[src/rtl/radix4_bfly_feeder_pkg.sv]
`default_nettype none
// ============================================================================
// Module      : radix4_bfly_feeder_pkg
// Description : Shared sizes, complex-word type and sequencer state encoding
//               for the radix-4 DIF FFT butterfly feeder.
// Contents    : N, LOG4N, AW, DW, BW, cplx_t, fsm_t
// Revision    : 1.0 - initial release
// ============================================================================
package radix4_bfly_feeder_pkg;

  localparam int N     = 1024;  // FFT length (power of 4)
  localparam int LOG4N = 5;     // radix-4 stages
  localparam int AW    = 10;    // log2(N)
  localparam int DW    = 64;    // complex word width
  localparam int BW    = 8;     // butterfly counter width (N/4 butterflies)

  // Complex sample, two's complement {re, im}
  typedef struct packed {
    logic signed [31:0] re;
    logic signed [31:0] im;
  } cplx_t;

  // Sequencer states
  typedef enum logic [1:0] {
    FSM_IDLE    = 2'd0,
    FSM_READ    = 2'd1,
    FSM_WAIT_WB = 2'd2,
    FSM_FIN     = 2'd3
  } fsm_t;

endpackage
`default_nettype wire

[src/rtl/radix4_bfly_feeder_if.sv]
`default_nettype none
// ============================================================================
// Module      : radix4_bfly_feeder_if
// Description : Bus bundle between the feeder, the data RAM read port, the
//               twiddle ROM and the radix-4 butterfly.
// Ports       : rd_en/rd_addr/rd_data    data RAM read (1-cycle latency)
//               tw_addr1..3/tw_data1..3  twiddle ROM (1-cycle latency)
//               Y0..Y3, TF1..TF3, enable, state, bf_base  butterfly issue
// Modports    : master = feeder, slave = memories + butterfly side
// Revision    : 1.0 - initial release
// ============================================================================
interface radix4_bfly_feeder_if;
  import radix4_bfly_feeder_pkg::*;

  logic          rd_en;
  logic [AW-1:0] rd_addr;
  logic [DW-1:0] rd_data;
  logic [AW-1:0] tw_addr1, tw_addr2, tw_addr3;
  logic [DW-1:0] tw_data1, tw_data2, tw_data3;
  logic [DW-1:0] Y0, Y1, Y2, Y3;
  logic [DW-1:0] TF1, TF2, TF3;
  logic          enable;
  logic [2:0]    state;
  logic [AW-1:0] bf_base;

  modport master (
    output rd_en, rd_addr, tw_addr1, tw_addr2, tw_addr3,
    output Y0, Y1, Y2, Y3, TF1, TF2, TF3, enable, state, bf_base,
    input  rd_data, tw_data1, tw_data2, tw_data3
  );

  modport slave (
    input  rd_en, rd_addr, tw_addr1, tw_addr2, tw_addr3,
    input  Y0, Y1, Y2, Y3, TF1, TF2, TF3, enable, state, bf_base,
    output rd_data, tw_data1, tw_data2, tw_data3
  );

endinterface
`default_nettype wire

[src/rtl/radix4_bfly_feeder_addr_gen.sv]
`default_nettype none
// ============================================================================
// Module      : radix4_bfly_feeder_addr_gen
// Description : Stage (s), butterfly (b) and point (m) counters plus the
//               in-place DIF read and twiddle address arithmetic.
// Ports       : clk, nrst          clock / async active-low reset
//               clr                clear all counters
//               adv                one read issued: step m (and b on m=3)
//               next_stage         s+1, b=m=0
//               stage, m, base     current counter view
//               rd_addr            base + m*qtr
//               tw_addr1..3        m*k*4^s, m = 1..3
//               last_rd_of_stage   b=255 and m=3
//               last_stage         s = LOG4N-1
// Revision    : 1.0 - initial release
// ============================================================================
module radix4_bfly_feeder_addr_gen
  import radix4_bfly_feeder_pkg::*;
(
  input  logic          clk,
  input  logic          nrst,
  input  logic          clr,
  input  logic          adv,
  input  logic          next_stage,
  output logic [2:0]    stage,
  output logic [1:0]    m,
  output logic [AW-1:0] base,
  output logic [AW-1:0] rd_addr,
  output logic [AW-1:0] tw_addr1,
  output logic [AW-1:0] tw_addr2,
  output logic [AW-1:0] tw_addr3,
  output logic          last_rd_of_stage,
  output logic          last_stage
);

  logic [2:0]    r_s;
  logic [BW-1:0] r_b;
  logic [1:0]    r_m;

  logic [3:0]    w_sh;
  logic [BW-1:0] w_mask;
  logic [BW-1:0] w_k;
  logic [BW-1:0] w_gq;
  logic [AW-1:0] w_qtr;
  logic [AW-1:0] w_off;
  logic [AW-1:0] w_tw1;

  always_ff @(posedge clk or negedge nrst) begin
    if (!nrst) begin
      r_s <= '0;
      r_b <= '0;
      r_m <= '0;
    end else if (clr) begin
      r_s <= '0;
      r_b <= '0;
      r_m <= '0;
    end else if (next_stage) begin
      r_s <= r_s + 3'd1;
      r_b <= '0;
      r_m <= '0;
    end else if (adv) begin
      r_m <= r_m + 2'd1;
      if (r_m == 2'd3) r_b <= r_b + 8'd1;
    end
  end

  // qtr = 4^(4-s) is a power of two, so b/qtr and b%qtr reduce to masking:
  // k = b & (qtr-1), and g*qtr = b & ~(qtr-1). base = 4*(g*qtr) + k.
  always_comb begin
    w_sh   = {r_s, 1'b0};
    w_mask = 8'hFF >> w_sh;
    w_k    = r_b & w_mask;
    w_gq   = r_b & ~w_mask;
    base   = {w_gq, 2'b00} + {2'b00, w_k};
    w_qtr  = 10'd256 >> w_sh;
    case (r_m)
      2'd0:    w_off = '0;
      2'd1:    w_off = w_qtr;
      2'd2:    w_off = w_qtr << 1;
      default: w_off = w_qtr + (w_qtr << 1);
    endcase
    rd_addr = base + w_off;
    // k*4^s < 256 for every stage, so 3*k*4^s fits AW without wrap
    w_tw1    = {2'b00, w_k} << w_sh;
    tw_addr1 = w_tw1;
    tw_addr2 = w_tw1 << 1;
    tw_addr3 = w_tw1 + (w_tw1 << 1);
    last_rd_of_stage = (r_b == BW'(N / 4 - 1)) && (r_m == 2'd3);
    last_stage       = (r_s == 3'(LOG4N - 1));
    stage = r_s;
    m     = r_m;
  end

endmodule
`default_nettype wire

[src/rtl/radix4_bfly_feeder.sv]
`default_nettype none
// ============================================================================
// Module      : radix4_bfly_feeder
// Description : Sequencer for the radix-4 butterfly of a 1024-point in-place
//               DIF FFT. Streams four reads per butterfly, fetches three
//               twiddles, gathers them and issues Y0..Y3/TF1..TF3 with a
//               one-cycle enable, stage by stage, waiting for writeback
//               between stages.
// Ports       : clk, nrst       clock / async active-low reset
//               start           begin a run (sampled in IDLE only)
//               wb_stage_done   writeback finished the current stage
//               busy, done      run status / end-of-run pulse
//               bus (master)    RAM, twiddle ROM and butterfly signals
// Revision    : 1.0 - initial release
// ============================================================================
module radix4_bfly_feeder
  import radix4_bfly_feeder_pkg::*;
(
  input  logic                       clk,
  input  logic                       nrst,
  input  logic                       start,
  input  logic                       wb_stage_done,
  output logic                       busy,
  output logic                       done,
  radix4_bfly_feeder_if.master       bus
);

  fsm_t          r_fsm, w_fsm_nxt;
  logic          w_rd_en, w_adv, w_clr, w_next_stage;
  logic [2:0]    w_stage;
  logic [1:0]    w_m;
  logic [AW-1:0] w_base;
  logic          w_last_rd, w_last_stage;

  // Read-return pipeline: tags the data arriving this cycle
  logic          r_rv;
  logic [1:0]    r_rm;
  logic [AW-1:0] r_rbase;
  logic [2:0]    r_rstage;

  cplx_t         r_g0, r_g1, r_g2, r_gt1, r_gt2, r_gt3;
  logic [DW-1:0] r_y0, r_y1, r_y2, r_y3, r_tf1, r_tf2, r_tf3;
  logic          r_enable;
  logic [2:0]    r_state;
  logic [AW-1:0] r_bf_base;

  radix4_bfly_feeder_addr_gen u_addr_gen (
    .clk              (clk),
    .nrst             (nrst),
    .clr              (w_clr),
    .adv              (w_adv),
    .next_stage       (w_next_stage),
    .stage            (w_stage),
    .m                (w_m),
    .base             (w_base),
    .rd_addr          (bus.rd_addr),
    .tw_addr1         (bus.tw_addr1),
    .tw_addr2         (bus.tw_addr2),
    .tw_addr3         (bus.tw_addr3),
    .last_rd_of_stage (w_last_rd),
    .last_stage       (w_last_stage)
  );

  // FSM: state register
  always_ff @(posedge clk or negedge nrst) begin
    if (!nrst) r_fsm <= FSM_IDLE;
    else       r_fsm <= w_fsm_nxt;
  end

  // FSM: next state. wb_stage_done is only looked at in WAIT_WB; a pulse
  // seen in READ is simply dropped.
  always_comb begin
    w_fsm_nxt = r_fsm;
    case (r_fsm)
      FSM_IDLE:    if (start) w_fsm_nxt = FSM_READ;
      FSM_READ:    if (w_last_rd) w_fsm_nxt = FSM_WAIT_WB;
      FSM_WAIT_WB: if (wb_stage_done) w_fsm_nxt = w_last_stage ? FSM_FIN : FSM_READ;
      FSM_FIN:     w_fsm_nxt = FSM_IDLE;
      default:     w_fsm_nxt = FSM_IDLE;
    endcase
  end

  // FSM: outputs
  always_comb begin
    w_rd_en      = (r_fsm == FSM_READ);
    busy         = (r_fsm == FSM_READ) || (r_fsm == FSM_WAIT_WB);
    done         = (r_fsm == FSM_FIN);
    w_adv        = w_rd_en;
    w_clr        = (r_fsm == FSM_FIN);
    w_next_stage = (r_fsm == FSM_WAIT_WB) && wb_stage_done && !w_last_stage;
  end

  always_ff @(posedge clk or negedge nrst) begin
    if (!nrst) begin
      r_rv     <= 1'b0;
      r_rm     <= '0;
      r_rbase  <= '0;
      r_rstage <= '0;
    end else begin
      r_rv     <= w_rd_en;
      r_rm     <= w_m;
      r_rbase  <= w_base;
      r_rstage <= w_stage;
    end
  end

  // Gather and issue. Twiddles were addressed in the m=0 read cycle, so they
  // return alongside the m=0 data. The m=3 word goes straight to Y3.
  always_ff @(posedge clk or negedge nrst) begin
    if (!nrst) begin
      r_g0      <= '0;
      r_g1      <= '0;
      r_g2      <= '0;
      r_gt1     <= '0;
      r_gt2     <= '0;
      r_gt3     <= '0;
      r_y0      <= '0;
      r_y1      <= '0;
      r_y2      <= '0;
      r_y3      <= '0;
      r_tf1     <= '0;
      r_tf2     <= '0;
      r_tf3     <= '0;
      r_enable  <= 1'b0;
      r_state   <= '0;
      r_bf_base <= '0;
    end else begin
      r_enable <= 1'b0;
      if (r_rv) begin
        case (r_rm)
          2'd0: begin
            r_g0  <= cplx_t'(bus.rd_data);
            r_gt1 <= cplx_t'(bus.tw_data1);
            r_gt2 <= cplx_t'(bus.tw_data2);
            r_gt3 <= cplx_t'(bus.tw_data3);
          end
          2'd1: r_g1 <= cplx_t'(bus.rd_data);
          2'd2: r_g2 <= cplx_t'(bus.rd_data);
          default: begin
            r_y0      <= r_g0;
            r_y1      <= r_g1;
            r_y2      <= r_g2;
            r_y3      <= bus.rd_data;
            r_tf1     <= r_gt1;
            r_tf2     <= r_gt2;
            r_tf3     <= r_gt3;
            r_bf_base <= r_rbase;
            r_state   <= r_rstage;
            r_enable  <= 1'b1;
          end
        endcase
      end
    end
  end

  assign bus.rd_en   = w_rd_en;
  assign bus.Y0      = r_y0;
  assign bus.Y1      = r_y1;
  assign bus.Y2      = r_y2;
  assign bus.Y3      = r_y3;
  assign bus.TF1     = r_tf1;
  assign bus.TF2     = r_tf2;
  assign bus.TF3     = r_tf3;
  assign bus.enable  = r_enable;
  assign bus.state   = r_state;
  assign bus.bf_base = r_bf_base;

endmodule
`default_nettype wire

[src/flat_wrapper.sv]
// flat-port wrapper written by rule: the top's interface ports become plain ports
module radix4_bfly_feeder_flat import radix4_bfly_feeder_pkg::*;
  (clk, nrst, start, wb_stage_done, busy, done, bus_rd_en, bus_rd_addr, bus_tw_addr1, bus_tw_addr2, bus_tw_addr3, bus_Y0, bus_Y1, bus_Y2, bus_Y3, bus_TF1, bus_TF2, bus_TF3, bus_enable, bus_state, bus_bf_base, bus_rd_data, bus_tw_data1, bus_tw_data2, bus_tw_data3);
  radix4_bfly_feeder_if bus_i ();
  input  logic clk;
  input  logic nrst;
  input  logic start;
  input  logic wb_stage_done;
  output logic busy;
  output logic done;
  output wire logic [$bits(bus_i.rd_en)-1:0] bus_rd_en;
  output wire logic [$bits(bus_i.rd_addr)-1:0] bus_rd_addr;
  output wire logic [$bits(bus_i.tw_addr1)-1:0] bus_tw_addr1;
  output wire logic [$bits(bus_i.tw_addr2)-1:0] bus_tw_addr2;
  output wire logic [$bits(bus_i.tw_addr3)-1:0] bus_tw_addr3;
  output wire logic [$bits(bus_i.Y0)-1:0] bus_Y0;
  output wire logic [$bits(bus_i.Y1)-1:0] bus_Y1;
  output wire logic [$bits(bus_i.Y2)-1:0] bus_Y2;
  output wire logic [$bits(bus_i.Y3)-1:0] bus_Y3;
  output wire logic [$bits(bus_i.TF1)-1:0] bus_TF1;
  output wire logic [$bits(bus_i.TF2)-1:0] bus_TF2;
  output wire logic [$bits(bus_i.TF3)-1:0] bus_TF3;
  output wire logic [$bits(bus_i.enable)-1:0] bus_enable;
  output wire logic [$bits(bus_i.state)-1:0] bus_state;
  output wire logic [$bits(bus_i.bf_base)-1:0] bus_bf_base;
  input wire logic [$bits(bus_i.rd_data)-1:0] bus_rd_data;
  input wire logic [$bits(bus_i.tw_data1)-1:0] bus_tw_data1;
  input wire logic [$bits(bus_i.tw_data2)-1:0] bus_tw_data2;
  input wire logic [$bits(bus_i.tw_data3)-1:0] bus_tw_data3;
  assign bus_rd_en = bus_i.rd_en;
  assign bus_rd_addr = bus_i.rd_addr;
  assign bus_tw_addr1 = bus_i.tw_addr1;
  assign bus_tw_addr2 = bus_i.tw_addr2;
  assign bus_tw_addr3 = bus_i.tw_addr3;
  assign bus_Y0 = bus_i.Y0;
  assign bus_Y1 = bus_i.Y1;
  assign bus_Y2 = bus_i.Y2;
  assign bus_Y3 = bus_i.Y3;
  assign bus_TF1 = bus_i.TF1;
  assign bus_TF2 = bus_i.TF2;
  assign bus_TF3 = bus_i.TF3;
  assign bus_enable = bus_i.enable;
  assign bus_state = bus_i.state;
  assign bus_bf_base = bus_i.bf_base;
  assign bus_i.rd_data = bus_rd_data;
  assign bus_i.tw_data1 = bus_tw_data1;
  assign bus_i.tw_data2 = bus_tw_data2;
  assign bus_i.tw_data3 = bus_tw_data3;
  radix4_bfly_feeder u_core (.clk(clk), .nrst(nrst), .start(start), .wb_stage_done(wb_stage_done), .busy(busy), .done(done), .bus(bus_i));
endmodule
[config.mk]
export PLATFORM = sky130hd
export DESIGN_NAME = radix4_bfly_feeder_flat
export DESIGN_NICKNAME = d
export VERILOG_FILES = /design/src/rtl/radix4_bfly_feeder_pkg.sv /design/src/rtl/radix4_bfly_feeder_if.sv /design/src/rtl/radix4_bfly_feeder_addr_gen.sv /design/src/rtl/radix4_bfly_feeder.sv /design/src/flat_wrapper.sv
export SDC_FILE = /design/constraint.sdc
export NUM_CORES = 1
export LEC_CHECK = 0
export BUFFER_PORTS_ARGS = -buffer_cell sky130_fd_sc_hd__buf_2
export CAP_MARGIN = 0
export CORE_AREA = 2 2 300 302
export DETAILED_ROUTE_END_ITERATION = 16
export DIE_AREA = 0 0 302 304
export HOLD_SLACK_MARGIN = 0.12
export PLACE_DENSITY = 0.72
export SLEW_MARGIN = 20
export SYNTH_ARGS = -nofsm -noshare
export SYNTH_HDL_FRONTEND = slang
export SYNTH_SLANG_ARGS = --single-unit
export TNS_END_PERCENT = 10
[constraint.sdc]
create_clock -name clk -period 4.3 [get_ports clk]
set_input_delay 1.075 -clock clk [delete_from_list [all_inputs] [get_ports clk]]
set_output_delay 1.075 -clock clk [all_outputs]
set_load 0.01 [all_outputs]
==> reports/metrics.csv <==
stage,metric,value,unit
run_status,status,"finished, violations left",
run_status,violations,negative setup slack,
cells_and_area,final_cell_mix,"nand2_1 (1404), dfrtp_1 (875), buf_2 (762), mux2_2 (384), clkbuf_16 (92)",
yosys,synth-edff-count,0,
yosys,async_flop_share,1.00,
floorplan,rows,110,
sta,holdWs,436,ps
cells_and_area,nets,4157,
worst_setup_path,critPathMaxFanout,2,
sta,max_freq,206,MHz
floorplan,die_x,302,um
clock_tree,htree_levels,3,
sta,relSlewSlack,0.329,
clock_tree,postCtsHoldBufs,0,
power_and_ir_drop,powerDensity,729,nW/um^2
yosys,ys_types,48,
drt,drc,0,
yosys,synth-seq-cells,877,
power_and_ir_drop,ir_drop,414,uV
power_and_ir_drop,clockPowerShare,0.258,
cells_and_area,utilization,0.482,
cells_and_area,area.growth.synth_to_final,26.2,%
worst_setup_path,end_kind,primary output,
worst_setup_path,cp.arrival,3770,ps
yosys,postSynthAreaPerCell,11.1,um^2
yosys,synth_area,34000,um^2
yosys,yosys_most_used_dff,dfrtp_1,
hold_path,hold_path_class,flop to flop,
power_and_ir_drop,seqPwrFrac,0.444,
drt,wl_per_cell,18.2,um
yosys,synth_seq_area_share,0.645,
clock_tree,cts_max_path_buffers,3,
floorplan,die_area,91800,um^2
yosys,synth_compound_area_frac,0.0126,
floorplan,core_area,89000,um^2
clock_tree,numCtsBuffers,91,
hold_path,min_from,u_core.r_g0[32],
power_and_ir_drop,internal_power,21.0,mW
place,gp_congestion,0.875,
power_and_ir_drop,p_comb_frac,0.298,
sta,setup_slack,-543,ps
worst_setup_path,crit_start,u_core.u_addr_gen.stage[0],
grt,grt-ovfl-total,0,
sta,max_slew.worst_pin.slew,1010,ps
sta,period_minus_slack,4840,ps
yosys,synth_top_family_by_area,simple AND/OR/NAND/NOR gates,
drt,antenna_left,0,
floorplan,initial_core_util,0.382,
clock_tree,clk_pin_slew,60,ps
sta,finalClockSkew,36.0,ps
yosys,yosysWarnings,0,
worst_setup_path,r2r_cells,12,
grt,first_global_vias,24800,
clock_tree,cts_tree,done,
grt,grt_max_degree,182,
yosys,synthAdderAreaFrac,0.0154,
grt,grt_pass1_wl,144000,um
drt,drtPass1Iterations,7,
worst_setup_path,start_kind,flop,
worst_setup_path,path_class,flop to primary output,
clock_tree,clk_latency,680,ps
yosys,synth.area.mux_share,0.129,
floorplan,die_h,304,um
power_and_ir_drop,p_switching,10.3,mW
power_and_ir_drop,power.leakage,22.6,nW
worst_setup_path,ff2ff_setup_slack,1760,ps
drt,initialDrtViolationCount,2027,
drt,wl,93300,um
yosys,synth_nets,3374,
floorplan,io_pins,765,
drt,num_vias,24400,
power_and_ir_drop,p_sw_frac,0.330,
yosys,synthXorXnorAreaFrac,0.00746,
sta,fin_crit_sh,1.13,
worst_setup_path,worstPathRequired,3220,ps
clock_tree,cts_root_buf,clkbuf_16,
worst_setup_path,r2r-end,u_core.r_rbase[9],
place,port_buffers,763,
sta,rsz0062_at_grt,yes,
run,max-cap-violations,0,
yosys,syn_inst,3074,
cells_and_area,drive_above_1_share,0.364,
clock_tree,clock-sinks,877,
grt,grt_usage,0.201,
cells_and_area,layout_commonest_cell,nand2_1,
worst_setup_path,crit-reg2reg-launch,u_core.u_addr_gen.stage[0],
yosys,synth_simple_gate_area_share,0.169,
grt,antenna_found_initial,13,
sta,drv_slew,0,
worst_setup_path,critPathCapture,bus_rd_addr[9],
drt,viasPerCell,4.76,
place,dpl.hpwl,64500,um
sta,hold_violations,0,
sta,setup-violations-final,8,
==> power by group through the flow <==
stage	clock network [mW]	logic [mW]	registers (mW)
after floorplan	0	4.68	14.4
after detailed placement	0	9.35	14.0
after global routing	8.62	10.2	14.4
final	8.09	9.33	13.9
after global placement	0	9.08	13.8
after CTS	8.27	9.42	13.9
==> what timing repair did <==
action	4_1_cts	5_1_grt
endpoints found under the setup margin	12	12
pin swaps	12	24
hold endpoints to repair	0	0
resized for setup	9	37
setup buffers	1	4
==> cell families after synthesis <==
group	after synthesis
xor+xnor	29
other cells	1
simple gates	1492
mux	389
fa+ha+maj	40
compound gates	64
buf+inv	182
flops	877
==> how the worst min path moves through the flow <==
stage / to / slack, ps / cells past startpoint
6_report: u_core.bus.Y0[32] / 440 / 2
5_1_grt: u_core.r_gt1[46] / 470 / 1
4_1_cts: u_core.bus.bf_base[7] / 440 / 2
3_5_place_dp: u_core.bus.bf_base[7] / 430 / 2
3_3_place_gp: u_core.bus.bf_base[7] / 420 / 2
2_1_floorplan: u_core.bus.bf_base[0] / 410 / 2
==> metal layers <==
layer,global-route usage,wire (um),vias up
met5,0,73,-
met4,0.102,4410,12
met3,0.0406,5200,225
met2,0.336,46300,691
met1,0.246,37300,12100
li1,-,-,11400
==> metrics by stage <==
step / setup slack (ps) / power, mW / cells / cell area [um^2] / TNS, ps
2_1_floorplan: 7.79 / 19.1 / 3074 / 34100 / 0
3_3_place_gp: -86.2 / 22.9 / 4935 / 39600 / -86.2
3_5_place_dp: -158 / 23.3 / 4935 / 39600 / -158
4_1_cts: -619 / 31.6 / 5102 / 42700 / -4530
5_1_grt: -719 / 33.2 / 5112 / 42900 / -4670
6_report: -543 / 31.3 / 5114 / 42900 / -2790
==> area by class of cell <==
type,instances,area (um^2)
antenna,8,20.0
clock buffer,128,2610
clock inverter,38,483
fill,7992,46100
inverter,17,71.3
multi-input combinational,2015,11500
sequential,877,21900
tap,1176,1470
timing repair buffer,855,4810
==> registers in the layout, indices dropped and copies added (netlist names), 8 cells and up <==
register,count
u_core.bus.TF1,64
u_core.bus.TF2,64
u_core.bus.TF3,64
u_core.bus.Y0,64
u_core.bus.Y1,64
u_core.bus.Y2,64
u_core.bus.Y3,64
u_core.r_g0,64
u_core.r_g1,64
u_core.r_g2,64
u_core.r_gt1,64
u_core.r_gt2,64
u_core.r_gt3,64
u_core.bus.bf_base,10
u_core.r_rbase,10
u_core.u_addr_gen.r_b,8
==> synth_stat cells (4+ instances only) <==
master	count	area (um^2)
clkbuf_1	109	409
mux2_2	384	4320
buf_4	11	82.6
buf_2	34	170
dfrtp_1	877	21900
o21ai_0	9	45.0
nor2b_1	10	62.6
ha_1	37	463
nor3_1	6	30.0
nor2_1	37	139
nand2_1	1404	5270
a21oi_1	22	110
buf_1	11	41.3
a21o_1	5	37.5
mux2i_1	5	50.1
inv_1	16	60.1
a211oi_1	7	52.6
nand4_1	4	25.0
xor2_1	11	96.3
and2_1	12	75.1
xnor2_1	18	158
==> critical path, cell delays in order, from the launching register on <==
cell,delay [ps]
dfrtp_1,420
ha_4,190
nor2_4,90
buf_6,110
nor2b_4,40
ha_4,150
a211o_1,320
o221a_4,310
o21a_1,190
nor2_2,150
xnor2_2,100
ha_1,330
o21ai_2,70
o21bai_1,120
a21oi_1,90
a21oi_2,120
xor2_1,150
buf_2,150
No activity file was read; power rests on OpenSTA's default activity.
